===== config.mk =====
export PLATFORM = sky130hd
export DESIGN_NAME = parallel_to_serial
export DESIGN_NICKNAME = d
export VERILOG_FILES = /design/src/rtl/parallel_to_serial.sv
export SDC_FILE = /design/constraint.sdc
export NUM_CORES = 1
export LEC_CHECK = 0
export BUFFER_PORTS_ARGS = -buffer_cell sky130_fd_sc_hd__buf_2
export CAP_MARGIN = 20
export CORE_UTILIZATION = 40
export CTS_BUF_LIST = sky130_fd_sc_hd__clkbuf_8 sky130_fd_sc_hd__clkbuf_16
export CTS_CLUSTER_SIZE = 20
export DETAILED_ROUTE_END_ITERATION = 8
export PLACE_DENSITY = 0.65
export SLEW_MARGIN = 10
export SYNTH_ARGS = -nofsm -noshare
export SYNTH_HDL_FRONTEND = slang
export SYNTH_SLANG_ARGS = --single-unit

===== constraint.sdc =====
create_clock -name clk -period 1.6 [get_ports clk]
set_input_delay 0.32 -clock clk [delete_from_list [all_inputs] [get_ports clk]]
set_output_delay 0.32 -clock clk [all_outputs]
set_load 0.005 [all_outputs]

===== src/rtl/parallel_to_serial.sv =====
// Result-word serializer: loads one N-bit word and streams it MSB-byte first
// over a valid/ready byte handshake, then pulses done for one cycle.
module parallel_to_serial #(
  parameter int unsigned N         = 64,
  parameter int unsigned Ndiv8log2 = 3
) (
  input  logic         clk,
  input  logic         rst,
  input  logic         rx_valid,
  input  logic [N-1:0] rx_data,
  output logic         rx_ready,
  output logic [7:0]   tx_byte,
  output logic         tx_valid,
  input  logic         tx_ready,
  output logic         busy,
  output logic         done
);

  // A single-byte word still needs a 1-bit counter register.
  localparam int unsigned CW = (Ndiv8log2 > 0) ? Ndiv8log2 : 1;

  localparam logic [1:0] IDLE    = 2'd0;
  localparam logic [1:0] SEND    = 2'd1;
  localparam logic [1:0] DONE_ST = 2'd2;

  logic [1:0]    state_q, state_d;
  logic [N-1:0]  shift_q, shift_d;
  logic [CW-1:0] cnt_q, cnt_d;
  logic          tx_valid_q, tx_valid_d;
  logic          busy_q, busy_d;
  logic          done_q, done_d;
  logic          rx_ready_q, rx_ready_d;

  // Next-state, datapath and registered-output decode.
  always_comb begin
    state_d = state_q;
    shift_d = shift_q;
    cnt_d   = cnt_q;
    case (state_q)
      IDLE: begin
        if (rx_valid) begin
          state_d = SEND;
          shift_d = rx_data;
          cnt_d   = CW'(N / 8 - 1);
        end
      end
      SEND: begin
        if (tx_ready) begin
          if (cnt_q != '0) begin
            shift_d = shift_q << 8;
            cnt_d   = cnt_q - CW'(1);
          end else begin
            state_d = DONE_ST;
          end
        end
      end
      DONE_ST: state_d = IDLE;
      default: state_d = IDLE;
    endcase
    tx_valid_d = (state_d == SEND);
    busy_d     = (state_d == SEND);
    done_d     = (state_d == DONE_ST);
    rx_ready_d = (state_d == IDLE);
  end

  always_ff @(posedge clk or negedge rst) begin
    if (!rst) begin
      state_q    <= IDLE;
      shift_q    <= '0;
      cnt_q      <= '0;
      tx_valid_q <= 1'b0;
      busy_q     <= 1'b0;
      done_q     <= 1'b0;
      rx_ready_q <= 1'b1;
    end else begin
      state_q    <= state_d;
      shift_q    <= shift_d;
      cnt_q      <= cnt_d;
      tx_valid_q <= tx_valid_d;
      busy_q     <= busy_d;
      done_q     <= done_d;
      rx_ready_q <= rx_ready_d;
    end
  end

  // The top byte of the shift register is the byte on offer; it holds in IDLE/DONE.
  assign tx_byte  = shift_q[N-1 -: 8];
  assign tx_valid = tx_valid_q;
  assign busy     = busy_q;
  assign done     = done_q;
  assign rx_ready = rx_ready_q;

endmodule


; ---- Word-level counts from Yosys, hierarchy flattened
; Index checks and enable logic that the tools add are counted.
[word_totals]
out_inout_bits = 12
ff_bits = 72
[classes]
eq_ne = 6
n_addsub = 1
reduce_logical = 5
muxes = 12
[op_table]
columns = cell, n
row1 = $mux W64, 3
row2 = $pmux W64 S2, 1
row3 = $mux W3, 3
row4 = $mux W2, 3
row5 = $ne A2 B2 Y1 const B, 3
row6 = $pmux W3 S2, 1
row7 = $eq A2 B1 Y1 const B, 2
row8 = $logic_not A2 Y1, 2
row9 = $pmux W2 S2, 1
row10 = $reduce_and A4 Y1, 1
row11 = $reduce_bool A3 Y1, 1
row12 = $sub A3 B1 Y3 const B, 1
row13 = $eq A2 B2 Y1 const B, 1
row14 = $reduce_bool A2 Y1, 1

; ---- Logic depth before layout (Yosys ltp)
[depth]
depth_word = 5
depth_mapped = 8
mapped_depth_nobuf = 5

; ---- Worst setup path after synthesis
; Ideal clock, no wire load.
[synth_timing]
kind = reg2reg
start = register cnt_q[0]
end = register shift_q[24]
path_stages_with_launch = 9
t_arrival_ns = 1.399
n_path_buf = 3
path_slack_ns = 0.071
synth_period_minus_slack_ns = 1.529
cell_sequence = dfrtp_1 inv_1 ha_1 nand2b_1 buf_2 buf_4 buf_4 a211oi_2 nor3_2
[synth_via]
elab_chain_cells = 3
[synth_lines]
columns = item, line
row1 = start: declaration, 28  ; logic [CW-1:0] cnt_q, cnt_d;
row2 = start signal: assignment, 78  ; cnt_q <= cnt_d;
row3 = $reduce_bool A3 Y1, 49  ; if (cnt_q != '0) begin
row4 = $ne A2 B2 Y1 (no line), --
row5 = $reduce_and A4 Y1 (no line), --
row6 = end signal: assignment, 77  ; shift_q <= shift_d;
row7 = end: declaration, 27  ; logic [N-1:0] shift_q, shift_d;
; Every way passes these cells.
; A chain may end at the register's enable or synchronous reset.

; ---- Worst setup path in the final report
[layout_timing]
start = register cnt_q[0]
end = register shift_q[15]
; The elaborated chain is that of the path after synthesis.

==> results.sh <==
export IMPL_outcome="finished, final reports clean"
export IMPL_maxCapViolations=0
export IMPL_whs_path_depth=3
export IMPL_drc_violations_left=0
export IMPL_tritoncts_buffers=9
export IMPL_layout_nets=602
export IMPL_grt_pass1_wl_um=20100
export IMPL_worst_hold_path_endpoint="shift_q[0]"
export IMPL_placementRows=38
export IMPL_cp_required_ps=1860
export IMPL_tritoncts="yes"
export IMPL_gpl_final_weighted_congestion=0.810
export IMPL_route_detailed_vias_per_inst=6.02
export IMPL_drv_slew=0
export IMPL_min_delay_start="rx_data[0]"
export IMPL_fmaxAchievable_mhz=648
export IMPL_worst_clock_skew_ps=10.9
export IMPL_routed_wirelength_um=12500
export IMPL_synth_cell_type_count=33
export IMPL_syn_area_per_cell_um2=9.40
export IMPL_floorplan_initialDensity_pct=41.0
export IMPL_die_area_um2=11500
export IMPL_slew_headroom_pct=70.9
export IMPL_routed_wire_length_per_instance_um=18.4
export IMPL_capture_instance_of_the_worst_register_to_register_path="shift_q[15]"
export IMPL_ff2ff_setup_slack_ps=60
export IMPL_report_power_total_mw=9.45
export IMPL_final_worst_path_period_share_pct=96.5
export IMPL_syn_nets=541
export IMPL_route_vias_total=4078
export IMPL_power_ir_vdd_worst_v=0.000989
export IMPL_yosys_top_cells_area="dfrtp_1, o31ai_1, a211oi_1"
export IMPL_area_of_the_mapped_netlist_um2=4430
export IMPL_largest_net_degree_at_the_start_of_global_routing=45
export IMPL_count_of_antenna_violating_nets_left_after_detailed_routing=0
export IMPL_netlist_instances=471
export IMPL_numClockSinks=72
export IMPL_finalCriticalPeriod_ps=1540
export IMPL_n_antenna_cell=0
export IMPL_first_global_vias=3857
export IMPL_ff2ff_path_depth=6
export IMPL_area_growth_syn_to_layout_pct=22.8
export IMPL_number_of_h_tree_levels=3
export IMPL_synth_seq_cells=72
export IMPL_worst_pin_slew_ps=433
export IMPL_unrepaired_setup_endpoints_after_global_routing="yes"
export IMPL_first_pass_iteration_count_of_the_detailed_router=5
export IMPL_grt_overflow_total=0
export IMPL_clock_tree_buffer_depth=2
export IMPL_hold_viol_final=0
export IMPL_cts_root_buffer_cell="clkbuf_8"
export IMPL_coreArea_um2=10800
export IMPL_track_usage_pct=22.6
export IMPL_die_w_um=107
export IMPL_final_cells=677
export IMPL_hpwlAfterDp_um=8010
export IMPL_worstSetupStartpointType="flip-flop"
export IMPL_clk_pin_slew_worst_paths_ps=80
export IMPL_critical_path_max_fanout=5
export IMPL_io_buffer_count=79
export IMPL_drtIter0Drc=339
export IMPL_cp_arrival_ps=1800
export IMPL_yosysTopAreaCell="dfrtp_1"
export IMPL_synth_warnings=0
export IMPL_criticalPathCategory="reg -> reg"
export IMPL_leak_pwr_nw=2.02
export IMPL_placed_cells_incl_taps=651
export IMPL_clock_latency_of_the_later_clocked_register_in_the_worst_skew_pair_ps=360
export IMPL_seq_area_frac_synth_pct=40.7
export IMPL_drive_gt1_share_pct=30.4
export IMPL_netlist_area_leader_share_pct=40.1
export IMPL_power_density_nw_per_um2=1740
export IMPL_finalSetupViolations=0
export IMPL_hold_path_class="in -> reg"
export IMPL_total_i_o_pin_count=80
export IMPL_grt_antenna_before_repair=0
export IMPL_worstSetupEndpointType="flip-flop"
export IMPL_die_height_um=107
export IMPL_worst_r2r_startpoint="cnt_q[0]"
-- layer usage --
metal	track usage [%]	vias up	routed length, µm
met2	34.8	129	5750
met4	6.95	0	149
met3	4.13	11	657
met1	32.0	2009	5920
met5	0	-	0
li1	-	1929	-
-- stage by stage --
step	hold slack (ps)	util, %	setup TNS [ps]	setup slack, ps	cell area [µm²]
after floorplan	24.4	-	0	70.7	4430
after global placement	261	46.6	0	2.93	5030
after detailed placement	269	46.6	-0.293	-0.293	5030
after CTS	171	49.1	0	0.574	5300
after global routing	177	50.4	-126	-40.9	5440
final	185	50.4	0	55.7	5440
-- critical path, cell delays in order, from the launching register on --
cell and delay [ps]:
dfrtp_1 400, inv_2 100, ha_4 150, nor2b_4 310
clkbuf_16 220, nor4_1 50, nor3_1 220
-- cells by family (layout without fill, tap and decap cells) --
kind of cell               after synthesis  after routing  synth area share [%]
AOI/OAI and AO/OA                      138            138                  23.7
DFF                                     72             72                  40.7
buffers and inverters                   79            145                  9.73
and+or+nand+nor                        180            180                  25.2
adders and majority gates                2              2                 0.565
-- flip-flops by register name (all words and copies together) (netlist names) --
register and flops:
shift_q 64, rx_ready 1, busy 1, cnt_q 3, done 1, state_q 2
-- power breakdown --
group	switching (mW)	internal [mW]	total [mW]
logic	2.23	2.14	4.36
clock network	0.731	0.915	1.65
registers	0.747	2.69	3.44
-- cell usage in the layout (no fill, tap or decap), drive strengths merged, types with 8 or more instances in the layout --
cell type	instances
a211oi	57
a22oi	8
buf	116
clkbuf	12
dfrtp	71
inv	13
nand2b	58
nor3	59
nor4	56
o21ai	11
o31ai	56
-- synth_stat cells --
cell type  number
dfrtp_1        71
nand2b_1       57
nor4_1         56
o31ai_1        56
nor3_1         51
a211oi_1       49
buf_2          23
clkbuf_1       23
buf_4          16
inv_1          10
a211oi_2        8
a22oi_1         8
nor3_2          8
o21ai_0         7
buf_6           6
o21ai_1         3
a21oi_1         2
ha_1            2
a221oi_1        1
and2_4          1
buf_1           1
dfstp_2         1
nand2_1         1
nand2b_4        1
nand3_1         1
nor2_1          1
nor2b_1         1
nor2b_4         1
nor3b_4         1
o21ai_2         1
o21bai_1        1
o2bb2ai_1       1
o31a_1          1
-- how the worst max path moves through the flow --
stage	startpoint	to	slack, ps	cells after the start
after CTS	cnt_q[0]	shift_q[18]	0.6	7
final	cnt_q[0]	shift_q[15]	60	6
after global routing	cnt_q[0]	shift_q[10]	-40	7
after detailed placement	cnt_q[0]	shift_q[18]	-0.3	7
after global placement	state_q[1]	shift_q[48]	3	3
after floorplan	cnt_q[0]	shift_q[24]	70	8
-- repair_timing --
item / 4_1_cts / 5_1_grt
hold buffers: 1 / 0
gates resized for setup: 1 / 10
cloned: 1 / 2
endpoints found under the setup margin: 2 / 37
hold endpoints to repair: 9 / 0
buffers inserted: 0 / 6
pin swaps: 0 / 19
-- final cells by class --
type	count	area (µm²)
fillers	951	5360
inverters	10	37.5
well taps	140	175
flip-flops and latches	72	1810
repair buffers	119	960
multi-input cells	320	2240
clock buffers	10	138
clock inverters	6	83.8
Note: power is estimated with default switching activity, not from simulation.
